`src/rtl/fft_frame_arbiter_if.sv`:
```
// Stream bus shared by the two source FIFOs, the frame arbiter and the FFT sink.
interface fft_frame_arbiter_if #(parameter int DATA_W = 32);
  logic [1:0]        src_avail;
  logic [1:0]        src_ready;
  logic [1:0]        src_valid;
  logic [DATA_W-1:0] src_data0;
  logic [DATA_W-1:0] src_data1;
  logic [DATA_W-1:0] out_data;
  logic              out_valid;
  logic              out_ready;
  logic              out_sop;
  logic              out_eop;
  logic              out_channel;

  modport master (
    input  src_avail, src_valid, src_data0, src_data1, out_ready,
    output src_ready, out_data, out_valid, out_sop, out_eop, out_channel
  );

  modport slave (
    output src_avail, src_valid, src_data0, src_data1, out_ready,
    input  src_ready, out_data, out_valid, out_sop, out_eop, out_channel
  );
endinterface

```
`src/rtl/fft_frame_arbiter.sv`:
```
// Round-robin frame arbiter: grants the FFT sink to one FIFO for a whole
// frame, tags sop/eop/channel, and hides the FIFO read latency in a
// 3-entry skid buffer so the FFT side sees ready-latency 0.
module fft_frame_arbiter #(
  parameter int DATA_W    = 32,
  parameter int FRAME_LEN = 1024,
  parameter int CNT_W     = 11
)(
  input  logic                clock,
  input  logic                reset_n,
  input  logic                enable,
  fft_frame_arbiter_if.master bus,
  output logic                frame_done,
  output logic                busy
);
  typedef enum logic [1:0] {IDLE, STREAM, DRAIN} state_t;
  typedef struct packed {
    logic [DATA_W-1:0] data;
    logic              sop;
    logic              eop;
  } beat_t;

  localparam int              LAST    = FRAME_LEN - 1;
  localparam logic [CNT_W:0]  FRAME_W = FRAME_LEN[CNT_W:0];
  localparam logic [CNT_W-1:0] FRAME_C = FRAME_LEN[CNT_W-1:0];
  localparam logic [CNT_W-1:0] LAST_C  = LAST[CNT_W-1:0];

  state_t           state, state_nxt;
  logic             grant, grant_nxt, last_grant;
  logic             inflight, eop_seen;
  logic [CNT_W-1:0] acc_cnt;
  logic [1:0]       occ, wr_ptr, rd_ptr;
  beat_t            skid [3];
  beat_t            head, in_beat;
  logic             rd_req, accept, pop, start, drain_done;

  function automatic logic [1:0] nxt_ptr(input logic [1:0] p);
    return (p == 2'd2) ? 2'd0 : p + 2'd1;
  endfunction

  // Read-request, accept and pop decisions for the current cycle.
  always_comb begin
    rd_req = (state == STREAM)
           && (({1'b0, acc_cnt} + (CNT_W+1)'(inflight)) < FRAME_W)
           && (({1'b0, occ} + {2'b0, inflight}) < 3'd3);
    accept       = (state == STREAM) && inflight && bus.src_valid[grant];
    in_beat.data = grant ? bus.src_data1 : bus.src_data0;
    in_beat.sop  = (acc_cnt == '0);
    in_beat.eop  = (acc_cnt == LAST_C);
    head         = skid[rd_ptr];
    pop          = (occ != 2'd0) && bus.out_ready;
    start        = (state == IDLE) && enable && (bus.src_avail != 2'b00);
    grant_nxt    = (bus.src_avail == 2'b11) ? ~last_grant : bus.src_avail[1];
    drain_done   = (state == DRAIN) && (occ == 2'd0) && eop_seen;
  end

  // Next-state logic.
  always_comb begin
    state_nxt = state;
    case (state)
      IDLE:    if (start) state_nxt = STREAM;
      STREAM:  if (acc_cnt == FRAME_C) state_nxt = DRAIN;
      DRAIN:   if (drain_done) state_nxt = IDLE;
      default: state_nxt = IDLE;
    endcase
  end

  // State, grant bookkeeping and frame counters.
  always_ff @(posedge clock or negedge reset_n) begin
    if (!reset_n) begin
      state      <= IDLE;
      grant      <= 1'b0;
      last_grant <= 1'b1;
      acc_cnt    <= '0;
      inflight   <= 1'b0;
      eop_seen   <= 1'b0;
      frame_done <= 1'b0;
    end else begin
      state      <= state_nxt;
      inflight   <= rd_req;
      frame_done <= drain_done;
      if (start) begin
        grant    <= grant_nxt;
        acc_cnt  <= '0;
        eop_seen <= 1'b0;
      end else begin
        if (accept) acc_cnt <= acc_cnt + CNT_W'(1);
        if (pop && head.eop) eop_seen <= 1'b1;
      end
      if (drain_done) last_grant <= grant;
    end
  end

  // Skid buffer: circular 3-entry store with explicit occupancy.
  always_ff @(posedge clock or negedge reset_n) begin
    if (!reset_n) begin
      for (int i = 0; i < 3; i++) skid[i] <= '0;
      wr_ptr <= 2'd0;
      rd_ptr <= 2'd0;
      occ    <= 2'd0;
    end else begin
      if (accept) begin
        skid[wr_ptr] <= in_beat;
        wr_ptr       <= nxt_ptr(wr_ptr);
      end
      if (pop) rd_ptr <= nxt_ptr(rd_ptr);
      case ({accept, pop})
        2'b10:   occ <= occ + 2'd1;
        2'b01:   occ <= occ - 2'd1;
        default: occ <= occ;
      endcase
    end
  end

  assign bus.src_ready   = grant ? {rd_req, 1'b0} : {1'b0, rd_req};
  assign bus.out_valid   = (occ != 2'd0);
  assign bus.out_data    = head.data;
  assign bus.out_sop     = head.sop & bus.out_valid;
  assign bus.out_eop     = head.eop & bus.out_valid;
  assign bus.out_channel = grant;
  assign busy            = (state != IDLE);
endmodule

```
`src/flat_wrapper.sv`:
```
// flat-port wrapper written by rule: the top's interface ports become plain ports
module fft_frame_arbiter_flat 
#(
  parameter int DATA_W    = 32,
  parameter int FRAME_LEN = 1024,
  parameter int CNT_W     = 11
)
  (clock, reset_n, enable, frame_done, busy, bus_src_avail, bus_src_valid, bus_src_data0, bus_src_data1, bus_out_ready, bus_src_ready, bus_out_data, bus_out_valid, bus_out_sop, bus_out_eop, bus_out_channel);
  fft_frame_arbiter_if #(.DATA_W(DATA_W)) bus_i ();
  input  logic clock;
  input  logic reset_n;
  input  logic enable;
  output logic frame_done;
  output logic busy;
  input wire logic [$bits(bus_i.src_avail)-1:0] bus_src_avail;
  input wire logic [$bits(bus_i.src_valid)-1:0] bus_src_valid;
  input wire logic [$bits(bus_i.src_data0)-1:0] bus_src_data0;
  input wire logic [$bits(bus_i.src_data1)-1:0] bus_src_data1;
  input wire logic [$bits(bus_i.out_ready)-1:0] bus_out_ready;
  output wire logic [$bits(bus_i.src_ready)-1:0] bus_src_ready;
  output wire logic [$bits(bus_i.out_data)-1:0] bus_out_data;
  output wire logic [$bits(bus_i.out_valid)-1:0] bus_out_valid;
  output wire logic [$bits(bus_i.out_sop)-1:0] bus_out_sop;
  output wire logic [$bits(bus_i.out_eop)-1:0] bus_out_eop;
  output wire logic [$bits(bus_i.out_channel)-1:0] bus_out_channel;
  assign bus_i.src_avail = bus_src_avail;
  assign bus_i.src_valid = bus_src_valid;
  assign bus_i.src_data0 = bus_src_data0;
  assign bus_i.src_data1 = bus_src_data1;
  assign bus_i.out_ready = bus_out_ready;
  assign bus_src_ready = bus_i.src_ready;
  assign bus_out_data = bus_i.out_data;
  assign bus_out_valid = bus_i.out_valid;
  assign bus_out_sop = bus_i.out_sop;
  assign bus_out_eop = bus_i.out_eop;
  assign bus_out_channel = bus_i.out_channel;
  fft_frame_arbiter #(.DATA_W(DATA_W), .FRAME_LEN(FRAME_LEN), .CNT_W(CNT_W)) u_core (.clock(clock), .reset_n(reset_n), .enable(enable), .bus(bus_i), .frame_done(frame_done), .busy(busy));
endmodule
```
`config.mk`:
```
export PLATFORM = sky130hd
export DESIGN_NAME = fft_frame_arbiter_flat
export DESIGN_NICKNAME = d
export VERILOG_FILES = /design/src/rtl/fft_frame_arbiter_if.sv /design/src/rtl/fft_frame_arbiter.sv /design/src/flat_wrapper.sv
export SDC_FILE = /design/constraint.sdc
export NUM_CORES = 1
export LEC_CHECK = 0
export ABC_AREA = 1
export CAP_MARGIN = 25
export CORE_MARGIN = 1
export CORE_UTILIZATION = 63
export DETAILED_ROUTE_END_ITERATION = 16
export DONT_BUFFER_PORTS = 1
export PLACE_DENSITY = 0.79
export RECOVER_POWER = 25
export SLEW_MARGIN = 20
export SYNTH_ARGS = -nofsm -noshare
export SYNTH_HDL_FRONTEND = slang
export SYNTH_SLANG_ARGS = --single-unit
```
`constraint.sdc`:
```
create_clock -name clock -period 1.95 [get_ports clock]
set_input_delay 0.39 -clock clock [delete_from_list [all_inputs] [get_ports clock]]
set_output_delay 0.39 -clock clock [all_outputs]
set_load 0.05 [all_outputs]
```
==> results.json, run 1 <==
{
  "status": "aborted with a tool error",
  "lastStage": "global routing (5_1_grt)",
  "firstError": "[ERROR DPL-0038] Utilization greater than 100%, impossible to legalize",
  "cts_sinks": 126,
  "ys.flop_type": "dfrtp_1",
  "synth_edf_count": 0,
  "synth_seq_cells": 126,
  "synth_nets": 782,
  "place_inst": 834,
  "initial_utilization": 0.665,
  "synth.avg_cell_area_um2": 8.38,
  "io_pins": 112,
  "cts_buffers": 17,
  "dp_worst_setup_slack_ns": -0.0259,
  "gp_congestion": 0.831,
  "synth.distinct_cells": 26,
  "syn_area_um2": 5910,
  "netlist_instances": 705,
  "worst_endpoint": "bus_src_ready[0]",
  "die-height_um": 98.9,
  "ys_seq_area_frac": 0.534,
  "htreeDepth": 4,
  "yosysTopAreaCell": "dfrtp_1",
  "hpwl_mm": 8.96,
  "io_buffers": 0,
  "yosys_warnings": 0,
  "row_count": 34,
  "cts_buffer_depth": 2,
  "placed_area_um2": 6830,
  "cts_root_buffer": "clkbuf_8",
  "synth_top_area_share": 0.529,
  "grt_start_max_net_pins": 127,
  "synth-async-reset-ratio": 1.00,
  "die_w_um": 98.9,
  "ys_top_cells_by_area": "dfrtp_1 53%, nand2_1 16%, o21ai_0 6.8%, mux2i_1 5.4%, nand3_1 4.3%",
  "endpoint_type": "output port"
}
## timing repair
item	CTS
setup endpoints to repair	37
resized for setup	200
pin swaps	29
buffers inserted	16
endpoints found under the hold margin	126
cloned	6
## cell usage after synthesis, types with 4 or more instances
cell and count:
nand2_1 249, dfrtp_1 125, o21ai_0 80, nand3_1 51, o21ai_1 36, nor2_1 33
mux2i_1 32, inv_1 28, clkbuf_1 26, buf_2 7, nand4_1 7, ha_1 5
o21ai_2 4
## cell families after synthesis
| group | after synthesis | share of synthesized area |
|---|---|---|
| AO/OA/AOI/OAI | 126 | 0.112 |
| XOR/XNOR | 2 | 0.00296 |
| adder cells (fa/ha/maj) | 5 | 0.0106 |
| buffers and inverters | 66 | 0.0472 |
| flip-flops | 126 | 0.534 |
| multiplexers | 32 | 0.0542 |
| AND/OR/NAND/NOR | 348 | 0.239 |
## stage by stage
stage / util / TNS [ns]
after floorplan: - / -0.00106
after detailed placement: 0.768 / -0.0259
after global placement: 0.768 / 0
after CTS: 0.969 / -7.62
==> run 2, diff against run 1 <==
--- a/config.mk
+++ b/config.mk
@@ -8,10 +8,10 @@
 export ABC_AREA = 1
 export CAP_MARGIN = 25
 export CORE_MARGIN = 1
-export CORE_UTILIZATION = 63
+export CORE_UTILIZATION = 40
 export DETAILED_ROUTE_END_ITERATION = 16
 export DONT_BUFFER_PORTS = 1
-export PLACE_DENSITY = 0.79
+export PLACE_DENSITY_LB_ADDON = 0.15
 export RECOVER_POWER = 25
 export SLEW_MARGIN = 20
 export SYNTH_ARGS = -nofsm -noshare
==> run 2 against run 1 <==
The flow now finishes, with violations (negative hold slack, negative setup slack); area after synthesis stayed put; synthesized cell count stayed put.
==> results.json, run 2 <==
{
  "status": "finished, violations left",
  "violations": "negative hold slack, negative setup slack",
  "required_ns": 1.56,
  "drv_slew": 0,
  "finalNetCount": 850,
  "synth.avg_cell_area_um2": 8.38,
  "synth_top_area_share": 0.529,
  "clk_latency_ns": 0.42,
  "r2r_slack_ns": 0.16,
  "layout_common_cells": "163 x nand2_1, 122 x dfrtp_1, 80 x o21ai_0, 54 x nand2_4, 46 x buf_12",
  "htreeDepth": 4,
  "fin_ws_ns": -0.403,
  "cts_root_buffer": "clkbuf_16",
  "io_pins": 112,
  "dieArea_um2": 15300,
  "cts_buffer_depth": 2,
  "synth-async-reset-ratio": 1.00,
  "placed_area_um2": 6960,
  "post-route-drc-count": 0,
  "synth_edf_count": 0,
  "synth_seq_cells": 126,
  "initial_utilization": 0.408,
  "cts_tree": "done",
  "reg_top3": "u_core.skid x102, u_core.acc_cnt x11",
  "io_buffers": 0,
  "holdWs_ns": -0.331,
  "wirelength_mm": 15.5,
  "routedWlPerCell_um": 15.9,
  "largest_register_ffs": 102,
  "end_kind": "output pin",
  "max_freq_mhz": 425,
  "syn_area_um2": 5910,
  "cts_sinks": 126,
  "finClkSkew_ns": 0.00703,
  "yosys_warnings": 0,
  "report.final.hold_viol_count": 126,
  "p_leak_nw": 4.48,
  "maxCapViolCount": 0,
  "fillCellCount": 1156,
  "hp-class": "input pin to asynchronous set/reset pin",
  "total_power_mw": 18.4,
  "avgViaCountPerCell": 5.28,
  "vdd_drop_max_uv": 1020,
  "synth.distinct_cells": 26,
  "period_minus_slack_ns": 2.35,
  "cp-start-kind": "flip-flop",
  "ant_nets": 0,
  "crit_end": "bus_src_ready[0]",
  "top_register": "u_core.skid",
  "cts_buffers": 17,
  "r2r_start": "u_core.occ[0]",
  "diodes": 0,
  "ys_seq_area_frac": 0.534,
  "drive_above_1_share": 0.338,
  "cts.clk_slew.worst_paths_ns": 0.06,
  "powerDensity_nw_per_um2": 2070,
  "die_w_um": 124,
  "ys_top_cells_by_area": "dfrtp_1 53%, nand2_1 16%, o21ai_0 6.8%, mux2i_1 5.4%, nand3_1 4.3%",
  "r2r-end": "u_core.occ[1]",
  "overflow": 0,
  "ys.flop_type": "dfrtp_1",
  "grt_pass1_wl_mm": 24.6,
  "rr_worst_depth": 8,
  "area_growth_pct": 50.5,
  "drtPass1Iterations": 5,
  "gp_congestion": 0.847,
  "hpwl_mm": 9.48,
  "arrival_ns": 1.96,
  "grt_start_max_net_pins": 127,
  "grt_pass1_vias": 4911,
  "final_cell_area_um2": 8890,
  "tightestPinTransition_ns": 1.05,
  "yosysMostFrequentCell": "nand2_1",
  "synthTopCellsByCount": "249 x nand2_1, 125 x dfrtp_1, 80 x o21ai_0",
  "synth_nets": 782,
  "core_um2": 14500,
  "fin_util": 0.614,
  "final_common_cell": "nand2_1",
  "worstSetupPathType": "flip-flop to output pin",
  "fin_crit_sh": 1.21,
  "antenna_found_initial": 0,
  "yosysTopAreaCell": "dfrtp_1",
  "setup_viol": 36,
  "fin_tns_setup_ns": -5.21,
  "rsz0062_at_grt": "yes",
  "slew_headroom": 0.296,
  "netlist_instances": 705,
  "die-height_um": 124,
  "cp_max_fo": 3,
  "initialDrtViolationCount": 340,
  "vias": 5124,
  "track_usage": 0.215,
  "row_count": 44,
  "crit_start": "u_core.occ[0]"
}
## run 2: layout make-up
cell class,count,area [µm²],share of cell area
sequential,126,3160,0.355
timing repair buffer,86,1380,0.156
clock inverter,13,141,0.0159
tap,184,230,0.0259
multi-input combinational,513,3420,0.384
inverter,29,109,0.0122
clock buffer,19,453,0.0509
## run 2: where the power goes
part           switching (mW)  internal (mW)
Combinational            5.77           4.84
Sequential              0.969           3.72
Clock                    1.18           1.94
## run 2: cell families after synthesis
logic type      after synthesis  synth area share
buf+inv                      66            0.0472
xor+xnor                      2           0.00296
compound gates              126             0.112
fa+ha+maj                     5            0.0106
mux                          32            0.0542
simple gates                348             0.239
flops                       126             0.534
## run 2: critical path, cell delays in order, from the launching register on
cell	delay [ns]
dfrtp_1	0.38
ha_2	0.20
ha_4	0.21
a21o_1	0.16
nor2_1	0.08
nand2_1	0.07
inv_2	0.06
nand3_4	0.09
nor2_4	0.14
buf_12	0.15
## run 2: worst min-delay path by stage
stage	slack [ns]	end	startpoint
2_1_floorplan	0.09	u_core.acc_cnt[0]	reset_n
3_3_place_gp	0.10	u_core.skid[7]	reset_n
3_5_place_dp	0.10	u_core.skid[75]	reset_n
4_1_cts	-0.35	u_core.skid[65]	reset_n
5_1_grt	-0.36	u_core.skid[10]	reset_n
6_report	-0.33	u_core.skid[75]	reset_n
## run 2: routing by layer
metal  routed length [µm]  up-vias  global-route usage
met5                    0        -                   0
met4                  285        0              0.0836
met3                  635       24              0.0517
met2                 7790      133               0.351
met1                 6750     2499               0.276
li1                     -     2468                   -
## run 2: stage by stage
stage | instances | setup slack [ns] | hold slack [ns]
floorplan | 705 | -0.00106 | 0.0944
global placement | 915 | 0.00372 | 0.101
detailed placement | 915 | -0.0251 | 0.101
CTS | 964 | -0.434 | -0.349
global route | 970 | -0.506 | -0.362
finish | 970 | -0.403 | -0.331
## run 2: what timing repair did
item	4_1_cts	5_1_grt
setup endpoints to repair	36	36
cloned	3	2
hold endpoints to repair	126	126
pin swaps	20	34
gates resized for setup	131	134
buffers inserted	15	7
Power figures use the tool's default switching activity.
==> run 3, diff against run 2 <==
--- a/config.mk
+++ b/config.mk
@@ -9,6 +9,7 @@
 export CAP_MARGIN = 25
 export CORE_MARGIN = 1
 export CORE_UTILIZATION = 40
+export CTS_BUF_LIST = sky130_fd_sc_hd__clkbuf_4 sky130_fd_sc_hd__clkbuf_8 sky130_fd_sc_hd__clkbuf_16
 export DETAILED_ROUTE_END_ITERATION = 16
 export DONT_BUFFER_PORTS = 1
 export PLACE_DENSITY_LB_ADDON = 0.15
==> constraint.sdc (replaced) <==
create_clock -name clock -period 1.95 [get_ports clock]
set_input_delay 0.2925 -clock clock [delete_from_list [all_inputs] [get_ports clock]]
set_output_delay 0.2925 -clock clock [all_outputs]
set_load 0.05 [all_outputs]
==> run 3 against run 2 <==
The flow still finishes with violations (negative hold slack, negative setup slack); final cell count is 0.41% higher; power rose by 3.7%; non-clock buffer count rose by 4; critical endpoint unchanged; largest cell class unchanged; highest routed layer unchanged.
==> results.json, run 3 (synthesized netlist as in run 2, its figures left out) <==
{
  "grt_pass1_vias": 5184,
  "rr_worst_depth": 8,
  "cts.clk_slew.worst_paths_ns": 0.05,
  "placed_area_um2": 6950,
  "ant_nets": 0,
  "wirelength_mm": 16.3,
  "place_inst": 909,
  "fin_crit_sh": 1.14,
  "grt_start_max_net_pins": 127,
  "cts_sinks": 126,
  "final_common_cell": "nand2_1",
  "status": "finished, violations left",
  "hpwl_mm": 9.08,
  "drive_above_1_share": 0.347,
  "drv_slew": 0,
  "cts_buffer_depth": 2,
  "core_um2": 14500,
  "antenna_found_initial": 0,
  "area_growth_pct": 54.4,
  "routedWlPerCell_um": 16.7,
  "required_ns": 1.66,
  "fin_util": 0.630,
  "die_w_um": 124,
  "reg_top3": "u_core.skid x102, u_core.acc_cnt x11",
  "end_kind": "output pin",
  "layout_common_cells": "159 x nand2_1, 122 x dfrtp_1, 80 x o21ai_0, 61 x nand2_4, 52 x buf_12",
  "final_cell_count_no_fill": 974,
  "vias": 5165,
  "gp_congestion": 0.859,
  "cts_tree": "done",
  "r2r_slack_ns": 0.26,
  "finalNetCount": 854,
  "arrival_ns": 1.92,
  "period_minus_slack_ns": 2.22,
  "vdd_drop_max_uv": 1340,
  "cp_max_fo": 3,
  "r2r_start": "u_core.occ[0]",
  "finClkSkew_ns": 0.00714,
  "track_usage": 0.231,
  "report.final.hold_viol_count": 126,
  "max_freq_mhz": 451,
  "grt_pass1_wl_mm": 26.2,
  "overflow": 0,
  "dieArea_um2": 15300,
  "total_power_mw": 19.1,
  "diodes": 0,
  "r2r-end": "u_core.occ[1]",
  "htreeDepth": 4,
  "violations": "negative hold slack, negative setup slack",
  "largest_register_ffs": 102,
  "clk_latency_ns": 0.42,
  "drtPass1Iterations": 5,
  "row_count": 44,
  "p_leak_nw": 4.61,
  "hp-class": "input pin to asynchronous set/reset pin",
  "initial_utilization": 0.408,
  "post-route-drc-count": 0,
  "fin_ws_ns": -0.266,
  "setup_viol": 36,
  "io_buffers": 0,
  "cts_root_buffer": "clkbuf_16",
  "cts_buffers": 17,
  "holdWs_ns": -0.424,
  "avgViaCountPerCell": 5.30,
  "slew_headroom": 0.657,
  "maxCapViolCount": 0,
  "powerDensity_nw_per_um2": 2090,
  "rsz0062_at_grt": "yes",
  "tightestPinTransition_ns": 0.512,
  "crit_start": "u_core.occ[0]",
  "final_cell_area_um2": 9130,
  "die-height_um": 124,
  "initialDrtViolationCount": 301,
  "io_pins": 112,
  "top_register": "u_core.skid",
  "worstSetupPathType": "flip-flop to output pin",
  "cp-start-kind": "flip-flop"
}
[run 3: power breakdown]
group | internal (mW) | switching [mW] | total, mW
Sequential | 3.73 | 1.01 | 4.74
Combinational | 5.10 | 5.98 | 11.1
Clock | 2.15 | 1.14 | 3.29
[run 3: cell type report]
| class | count | area [µm²] |
|---|---|---|
| clock inverters | 10 | 134 |
| clock buffers | 22 | 488 |
| well taps | 184 | 230 |
| repair buffers | 90 | 1500 |
| fillers | 1110 | 5350 |
| inverters | 29 | 111 |
| flip-flops and latches | 126 | 3160 |
| multi-input cells | 513 | 3500 |
[run 3: how the worst max path moves through the flow]
stage	end	slack (ns)	cells after the start
global placement	bus_src_ready[0]	-0.04	9
CTS	bus_src_ready[0]	-0.35	9
floorplan	bus_src_ready[0]	-0.07	8
detailed placement	bus_src_ready[0]	-0.05	9
finish	bus_src_ready[0]	-0.27	9
global route	bus_src_ready[0]	-0.39	9
[run 3: through the flow]
step           setup TNS [ns]  setup WS, ns
2_1_floorplan          -0.133       -0.0663
3_3_place_gp          -0.0636       -0.0364
3_5_place_dp          -0.0938       -0.0495
4_1_cts                 -4.06        -0.346
5_1_grt                 -6.51        -0.387
6_report                -3.92        -0.266
[run 3: timing repair]
item | CTS | global route
endpoints found under the setup margin | 34 | 36
pin swaps | 33 | 25
cloned | 9 | 1
setup buffers | 27 | 3
resized for setup | 202 | 71
hold endpoints to repair | 126 | 126
[run 3: critical path, stage by stage, from the launching register on]
cell,delay (ns)
dfrtp_1,0.38
ha_2,0.20
ha_4,0.20
a21o_1,0.15
nor2_1,0.08
nand2_1,0.07
inv_2,0.06
nand3_4,0.11
nor2_4,0.13
buf_12,0.14
[run 3: per-layer routing]
metal | part of all wire | GRT usage | routed length, µm
met1 | 0.43 | 0.293 | 7050
met2 | 0.50 | 0.386 | 8210
met3 | 0.041 | 0.0461 | 661
met4 | 0.022 | 0.0896 | 357
met5 | 0 | 0 | 0
